--- src/rtl/div_issue_ctrl_pkg.sv ---
// Shared encodings and widths for the EX-stage divide initiator.
// Names match the legacy defines include so the MIPS core can keep using them.
package div_issue_ctrl_pkg;

    localparam int RegBus       = 32;
    localparam int DoubleRegBus = 64;

    localparam logic [1:0] DIVC_IDLE  = 2'd0;
    localparam logic [1:0] DIVC_BUSY  = 2'd1;
    localparam logic [1:0] DIVC_DONE  = 2'd2;
    localparam logic [1:0] DIVC_ABORT = 2'd3;

    localparam logic DivStart          = 1'b1;
    localparam logic DivStop           = 1'b0;
    localparam logic DivResultReady    = 1'b1;
    localparam logic DivResultNotReady = 1'b0;

endpackage

--- src/rtl/div_issue_ctrl.sv ---
// EX-stage initiator for the iterative divider: launches, holds operands,
// stalls the pipeline and returns {HI, LO}; survives flushes mid-divide.
module div_issue_ctrl
    import div_issue_ctrl_pkg::*;
#(
    parameter int DATA_W      = RegBus,
    parameter int TIMEOUT_CYC = 40
) (
    input  logic                cpu_clk_75M,
    input  logic                cpu_rst,
    input  logic                div_valid_i,
    input  logic                signed_i,
    input  logic [DATA_W-1:0]   opdata1_i,
    input  logic [DATA_W-1:0]   opdata2_i,
    input  logic                flush_i,
    input  logic [2*DATA_W-1:0] div_result_i,
    input  logic                div_ready_i,
    output logic                div_start_o,
    output logic                signed_div_o,
    output logic [DATA_W-1:0]   div_opdata1_o,
    output logic [DATA_W-1:0]   div_opdata2_o,
    output logic                stallreq_o,
    output logic [DATA_W-1:0]   hi_o,
    output logic [DATA_W-1:0]   lo_o,
    output logic                whilo_o,
    output logic                div_err_o
);

    localparam int CNT_W = $clog2(TIMEOUT_CYC + 1);

    logic [1:0]        r_state;
    logic              r_start;
    logic              r_signed;
    logic [DATA_W-1:0] r_op1;
    logic [DATA_W-1:0] r_op2;
    logic [DATA_W-1:0] r_hi;
    logic [DATA_W-1:0] r_lo;
    logic [CNT_W-1:0]  r_cnt;
    logic              r_err;
    logic              w_stall;
    logic              w_whilo;
    logic              w_ready;

    assign w_ready = (div_ready_i == DivResultReady);

    always_ff @(posedge cpu_clk_75M) begin
        if (cpu_rst) begin
            r_state  <= DIVC_IDLE;
            r_start  <= DivStop;
            r_signed <= 1'b0;
            r_op1    <= '0;
            r_op2    <= '0;
            r_hi     <= '0;
            r_lo     <= '0;
            r_cnt    <= '0;
            r_err    <= 1'b0;
        end else begin
            case (r_state)
                DIVC_IDLE: begin
                    if (div_valid_i && !flush_i) begin
                        r_op1    <= opdata1_i;
                        r_op2    <= opdata2_i;
                        r_signed <= signed_i;
                        r_start  <= DivStart;
                        r_state  <= DIVC_BUSY;
                    end
                end
                DIVC_BUSY: begin
                    // A flush beats a coincident ready: the result belongs to a killed instruction.
                    if (flush_i) begin
                        if (w_ready) begin
                            r_start <= DivStop;
                            r_state <= DIVC_IDLE;
                        end else begin
                            r_state <= DIVC_ABORT;
                        end
                    end else if (w_ready) begin
                        r_hi    <= div_result_i[2*DATA_W-1:DATA_W];
                        r_lo    <= div_result_i[DATA_W-1:0];
                        r_start <= DivStop;
                        r_state <= DIVC_DONE;
                    end
                end
                DIVC_DONE: r_state <= DIVC_IDLE;
                DIVC_ABORT: begin
                    // Divider has no cancel; keep start asserted until it reaches its end state.
                    if (w_ready) begin
                        r_start <= DivStop;
                        r_state <= DIVC_IDLE;
                    end
                end
                default: r_state <= DIVC_IDLE;
            endcase

            if (r_state == DIVC_BUSY || r_state == DIVC_ABORT) begin
                if (r_cnt != CNT_W'(TIMEOUT_CYC))
                    r_cnt <= r_cnt + 1'b1;
                if (r_cnt == CNT_W'(TIMEOUT_CYC - 1))
                    r_err <= 1'b1;
            end else begin
                r_cnt <= '0;
            end
        end
    end

    always_comb begin
        w_stall = 1'b0;
        w_whilo = 1'b0;
        case (r_state)
            DIVC_IDLE:  w_stall = div_valid_i & ~flush_i;
            DIVC_BUSY:  w_stall = 1'b1;
            DIVC_DONE:  w_whilo = div_valid_i & ~flush_i;
            DIVC_ABORT: w_stall = div_valid_i;
            default:    w_stall = 1'b0;
        endcase
    end

    assign div_start_o   = r_start;
    assign signed_div_o  = r_signed;
    assign div_opdata1_o = r_op1;
    assign div_opdata2_o = r_op2;
    assign stallreq_o    = w_stall;
    assign hi_o          = r_hi;
    assign lo_o          = r_lo;
    assign whilo_o       = w_whilo;
    assign div_err_o     = r_err;

endmodule

--- config.mk ---
export PLATFORM = sky130hd
export DESIGN_NAME = div_issue_ctrl
export DESIGN_NICKNAME = d
export VERILOG_FILES = /design/src/rtl/div_issue_ctrl_pkg.sv /design/src/rtl/div_issue_ctrl.sv
export SDC_FILE = /design/constraint.sdc
export NUM_CORES = 1
export LEC_CHECK = 0
export ABC_AREA = 1
export BUFFER_PORTS_ARGS = -buffer_cell sky130_fd_sc_hd__buf_2
export CAP_MARGIN = 20
export CORE_UTILIZATION = 48
export CTS_CLUSTER_DIAMETER = 150
export CTS_CLUSTER_SIZE = 28
export DETAILED_ROUTE_END_ITERATION = 6
export HOLD_SLACK_MARGIN = 0.03
export PLACE_DENSITY = 0.85
export SETUP_SLACK_MARGIN = 0.5
export SLEW_MARGIN = 20
export SYNTH_ARGS = -nofsm -noshare
export SYNTH_HDL_FRONTEND = slang
export SYNTH_SLANG_ARGS = --single-unit
export TNS_END_PERCENT = 30
--- constraint.sdc ---
create_clock -name cpu_clk_75M -period 2.2 [get_ports cpu_clk_75M]
set_input_delay 0.44 -clock cpu_clk_75M [delete_from_list [all_inputs] [get_ports cpu_clk_75M]]
set_output_delay 0.44 -clock cpu_clk_75M [all_outputs]
set_load 0.01 [all_outputs]
==> results of run 1 <==
## path summary, 6_finish.rpt
kind | start | endpoint | slack [ps] | cells after the start
min | div_result_i[4] | lo_o[4] | 180 | 3
max reg2reg | r_state[0] | hi_o[2] | 690 | 5
min reg2reg | hi_o[28] | hi_o[28] | 480 | 2
max | r_state[0] | stallreq_o | 510 | 4
## per-stage QoR
stage | setup WS [ps] | power, mW | utilization
after floorplan | 844.6 | 3.703 | -
after global placement | 551.7 | 4.179 | 0.6407
after detailed placement | 488.7 | 4.210 | 0.6407
after CTS | 482.3 | 6.933 | 0.7039
after global routing | 458.6 | 7.235 | 0.7042
final | 508.6 | 6.873 | 0.7042
## metal layers
| layer | track usage | up-vias |
|---|---|---|
| li1 | - | 2573 |
| met1 | 0.3009 | 2260 |
| met2 | 0.4434 | 210 |
| met3 | 0.06042 | 17 |
| met4 | 0.09388 | 0 |
| met5 | 0 | - |
## cell usage after synthesis, types with 3 or more instances
cell type,instances,area [um^2]
a21oi_1,4,20.02
buf_2,14,70.07
buf_4,7,52.55
clkbuf_1,14,52.55
clkbuf_2,5,25.02
dfxtp_1,139,2783
inv_1,17,63.81
nand2_1,22,82.58
nand3_1,8,40.04
nor2_1,271,1017
nor3_1,3,15.01
o21ai_0,111,555.5
o21ai_1,23,115.1
## cell type report
cell class,instances,area share
multi-input cells,448,0.2767
flip-flops and latches,139,0.3999
clock buffers,20,0.06527
inverters,19,0.01022
clock inverters,12,0.01596
well taps,133,0.02385
diodes,1,0.0003586
repair buffers,276,0.2078
## cells by family after synthesis
family                     after synthesis
and+or+nand+nor                        307
DFF                                    139
AOI/OAI and AO/OA                      138
buffers and inverters                   60
adders and majority gates                2
xor gates and xnor gates                 1
## where the power goes
part	switching (mW)	internal, mW
combinational	0.743	0.536
clock	1.06	1.60
sequential	0.142	2.80
total	1.94	4.93
## state kept, by name (all words and copies together) (netlist names)
register       flops
div_err_o          1
div_opdata1_o     32
div_opdata2_o     32
div_start_o        1
hi_o              32
lo_o              32
r_cnt              6
r_state            2
signed_div_o       1
## critical path, delay by kind of cell, from the launching register on
family | cells | cell delay [ps]
buf+inv | 1 | 90
flops | 1 | 370
simple gates | 3 | 300
## repair_timing
item                       4_1_cts  5_1_grt
hold endpoints to repair         0        0
buffers inserted                 3        0
setup endpoints to repair        2        1
resized for setup               12        0
cloned                           0        0
pin swaps                        3        0
==> run metrics, run 1 <==
initial antenna violation count 1; Critical Path Sink Type output port; Setup CP Type flop to output port; Mapped Area 4960 um^2; RSZ-0062 raised after global routing yes; per-cell routed wire length 13.04 um; critical-path cell list nor2_4, nand3_4, nand2_2, buf_6; Max Fclk 0.5912 GHz; area grow syn2layout 40.69%; minimum hold slack 180.2 ps; fraction of layout cells with a size suffix above 1 0.3512; CTS tree done; I/O pins 267; Initial Util 0.5005; Post-Synth XOR/XNOR Area 0.001766; critical path arrival 1250 ps; cts hold-fix bufs 0; Die Height 103.7 um; Clock Sinks 139; Post-Synth Adder-Cell Area 0.005045; FP Rows 36; flops & latches, synth 139; DRT iter0 DRCs 359; max-slew violations 0; EDFF count, synth 0; FFs w/ async S/R, synth 0; Max Buffers Root-to-Sink 2; Slew @ Worst Pin 604.0 ps; final instance area 6978 um^2; port buffer count 266; Avg Cell Area, Syn 7.666 um^2; fillcell total 847; Layout Cells excl Fill 1048; largest net degree at the start of global routing 101; Register Area 2790 um^2; Compound-Gate Fraction of Synth Area 0.1393; via count 5060; Worst slew margin 0.5973; run status completed; Top FF cell, synth dfxtp_1; largest fanout on the critical path 5; H-tree levels 4; Post-DP HPWL 9364 um; Final min period 1691 ps; final setup fails 0; max-cap violations 0; Core Area 9910 um^2; routed wire length 13660 um; CP max stage delay 370 ps; hold crit path type primary input to flop; met2 WL post-DR 6834 um; placed cell area 6349 um^2; Layout Skew 11.13 ps; Tcrit/Tclk final 0.7688; clk slew on worst S/H paths 60 ps; VDD IR-drop max 0.5479 mV; gr ovfl total 0; register area share after synthesis 0.5610; Via density 4.828; gp weighted congestion 0.8361; DR WL met3 902 um; Total Negative Setup Slacks 0 ps; Crit-path slowest cell dfxtp_4; Die ar. 10740 um^2; simple-gate portion of the synthesized area 0.2374; Power Dens Cells 984.9 nW/um^2; DRT Pass-1 Iters 4; Die Width 103.7 um; synth unique cells 19; vias in the first global route 4582; post-synthesis mux area share 0; Pleak 3.383 nW; met1 WL 5653 um; most common cell after layout, fill and taps aside nor2_1; Routed Antenna Nets 0; DRC viols 0; nets 1037; Placed Cells 1012; later-pin clock latency in the skew report 500 ps; Root Driver clkbuf_8; Setup crit start kind flop; syn nets 783; gr usage total 0.2533; Num CTS Buffers 17; largest family of logic cells by synthesized area simple AND/OR/NAND/NOR gates; first-pass GRT wire length 22030 um; Cells after Synth 647; commonest cells after routing, fill and taps aside nor2_1 (271), buf_2 (265), dfxtp_1 (137); WP data required 1760 ps; Synth warnings 0; Hold Fails Final Rpt 0; uppermost routed layer met4; Multi-input gate area 1931 um^2
(Power assumes the default switching activity.)
==> run 2, diff against run 1 <==
--- a/config.mk
+++ b/config.mk
@@ -8,12 +8,13 @@
 export ABC_AREA = 1
 export BUFFER_PORTS_ARGS = -buffer_cell sky130_fd_sc_hd__buf_2
 export CAP_MARGIN = 20
-export CORE_UTILIZATION = 48
+export CORE_ASPECT_RATIO = 1.4
+export CORE_UTILIZATION = 40
 export CTS_CLUSTER_DIAMETER = 150
 export CTS_CLUSTER_SIZE = 28
 export DETAILED_ROUTE_END_ITERATION = 6
 export HOLD_SLACK_MARGIN = 0.03
-export PLACE_DENSITY = 0.85
+export PLACE_DENSITY = 0.76
 export SETUP_SLACK_MARGIN = 0.5
 export SLEW_MARGIN = 20
 export SYNTH_ARGS = -nofsm -noshare
==> constraint.sdc (replaced) <==
create_clock -name cpu_clk_75M -period 1.5 [get_ports cpu_clk_75M]
set_input_delay 0.3 -clock cpu_clk_75M [delete_from_list [all_inputs] [get_ports cpu_clk_75M]]
set_output_delay 0.3 -clock cpu_clk_75M [all_outputs]
set_load 0.01 [all_outputs]
==> run 2 against run 1 <==
Effect of this change: the run now ends with setup timing left; core utilization up 9.2 points; non-clock buffer count up 58; wire length up 61%; final cell count up 7.0%; clock-buffer cell count is 2 lower; register-to-register slack worse by 790 ps; design area up 36%; die area grew 20%; critical path type is now flop to flop; clock power grew 62%; clock skew fell by 3.4 ps.
==> run metrics, run 2 (synthesis gave the netlist of run 1 again) <==
first-pass GRT wire length 26520 um (+20%); Initial Util 0.4155 (-0.08503); most common cell after layout, fill and taps aside nor2_1; Via density 5.269 (+9.1%); largest net degree at the start of global routing 86 (-15%); Max Fclk 0.6251 GHz; I/O pins 267 (unchanged); Routed Antenna Nets 0 (unchanged); Clock Sinks 139 (unchanged); Buf/Inv on CP 3 (+2); Setup WS post-layout -99.80 ps (-608.4 ps); Total Negative Setup Slacks -166.0 ps (-166.0 ps); max-slew violations 0 (unchanged); Final min period 1600 ps; Crit-path slowest cell o21ai_1; CP Launch Point r_state[0]; Setup CP Type flop to flop; Setup crit start kind flop; Post-DP HPWL 9732 um (+3.9%); RSZ-0062 raised after global routing yes; H-tree levels 4 (unchanged); final setup fails 3 (+3); cts hold-fix bufs 0 (unchanged); max-cap violations 0 (unchanged); reg2reg setup slack -100 ps (-790 ps); hold crit path type primary input to flop; initial antenna violation count 1 (unchanged); Layout Skew 7.700 ps (-3.430 ps); CTS tree done; per-cell routed wire length 19.62 um (+50%); Die Height 133.8 um (+29%); FF-to-FF Start r_state[0]; gr usage total 0.2774 (+0.02414); CP max stage delay 430 ps (+60 ps); Hold Fails Final Rpt 0 (unchanged); largest fanout on the critical path 7 (+2); critical path arrival 1880 ps (+630 ps); Tcrit/Tclk final 1.067; port buffer count 266 (unchanged); Core Area 11940 um^2 (+20%); Root Driver clkbuf_16; FP Rows 47 (+31%); Die Width 96.11 um (-7.3%); gp weighted congestion 0.7878 (-5.8%); final core utilization 0.7965 (+0.09229); Worst slew margin 0.6465 (+0.04917); VDD IR-drop max 0.8755 mV (+60%); vias in the first global route 5358 (+17%); critical-path cell list buf_4, nand3_4, buf_12, buf_16, o21ai_1, nor2_1; DRC viols 0 (unchanged); Slew @ Worst Pin 526.7 ps (-77.28 ps); clk slew on worst S/H paths 70 ps (about the same); run status finished, violations left; area grow syn2layout 91.70%; hold path startpoint cpu_rst; Max Buffers Root-to-Sink 2 (unchanged); Power Dens Cells 1300 nW/um^2 (+32%); violated checks setup timing; gr ovfl total 0 (unchanged); Num CTS Buffers 17 (unchanged); DRT Pass-1 Iters 5 (+1); WP data required 1780 ps (+20 ps); fraction of layout cells with a size suffix above 1 0.6039 (+0.2527); routed wire length 21990 um (+61%); CP delay by family, top buffers and inverters; Die ar. 12860 um^2 (+20%); Critical Path Sink Type flop; later-pin clock latency in the skew report 410 ps (-90 ps); nets 1096 (+5.7%); DRT iter0 DRCs 260 (-28%); via count 5907 (+17%); Pleak 4.263 nW (+26%); commonest cells after routing, fill and taps aside nor2_1 (208), buf_2 (169), buf_6 (104)
[run 2: cell count changes in the layout (fill, tap and decap cells not counted), sizes merged]
cell      previous run  this run
buf                276       330
clkinv               5         8
bufbuf               0         2
bufinv               1         3
clkinvlp             3         1
diode                1         2
inv                 22        21
[run 2: timing repair]
action                     in CTS  in global routing
resized for setup             110                318
setup endpoints to repair     269                271
pin swaps                      16                 45
setup buffers                  23                  5
gates cloned                   23                  3
[run 2: power by group]
part | switching, mW | internal, mW | leakage [nW]
sequential | 0.360 | 4.16 | 1.18
clock | 1.68 | 2.63 | 0.291
combinational | 1.63 | 1.91 | 2.79
total | 3.67 | 8.69 | 4.26
[run 2: per-layer routing]
metal | vias to the layer above | wire [um] | track usage
met1 | 2800 | 7567 | 0.2846
li1 | 2703 | - | -
met3 | 85 | 1827 | 0.07934
met2 | 319 | 11530 | 0.4909
met5 | - | 0 | 0
met4 | 0 | 1066 | 0.1542
[run 2: worst paths after layout]
check	to	cells after the start
setup / recovery	lo_o[26]	6
hold / removal	div_err_o	2
setup reg to reg	lo_o[26]	6
hold reg to reg	div_err_o	2
[run 2: per-stage QoR]
stage | cell area [um^2] | cells | worst slack, ps | total power, mW | hold slack (ps)
global placement | 6507 | 1034 | 164.3 | 6.263 | 441.7
finish | 9508 | 1121 | -99.80 | 12.36 | 116.4
global route | 9505 | 1120 | -157.8 | 12.84 | 105.5
floorplan | 5066 | 647 | 365.8 | 5.530 | 368.2
detailed placement | 6507 | 1034 | 121.2 | 6.306 | 442.7
CTS | 8344 | 1111 | 20.11 | 11.42 | 98.58
[run 2: area by class of cell]
type                       instances  area [um^2]
antenna                            2        5.005
clock buffer                      18        429.2
clock inverter                    13        166.4
fill                             677         2430
inverter                          19        108.9
multi-input combinational        448         2385
sequential                       139         2920
tap                              147        183.9
timing repair buffer             334         3293
timing repair inverter             1        16.27
[run 2: worst reg2reg max path: cells and delay by family, from the launching register on]
family | cells | cell delay [ps]
flip-flops | 1 | 410
buffers and inverters | 3 | 440
AND/OR/NAND/NOR | 2 | 190
AO/OA/AOI/OAI | 1 | 440
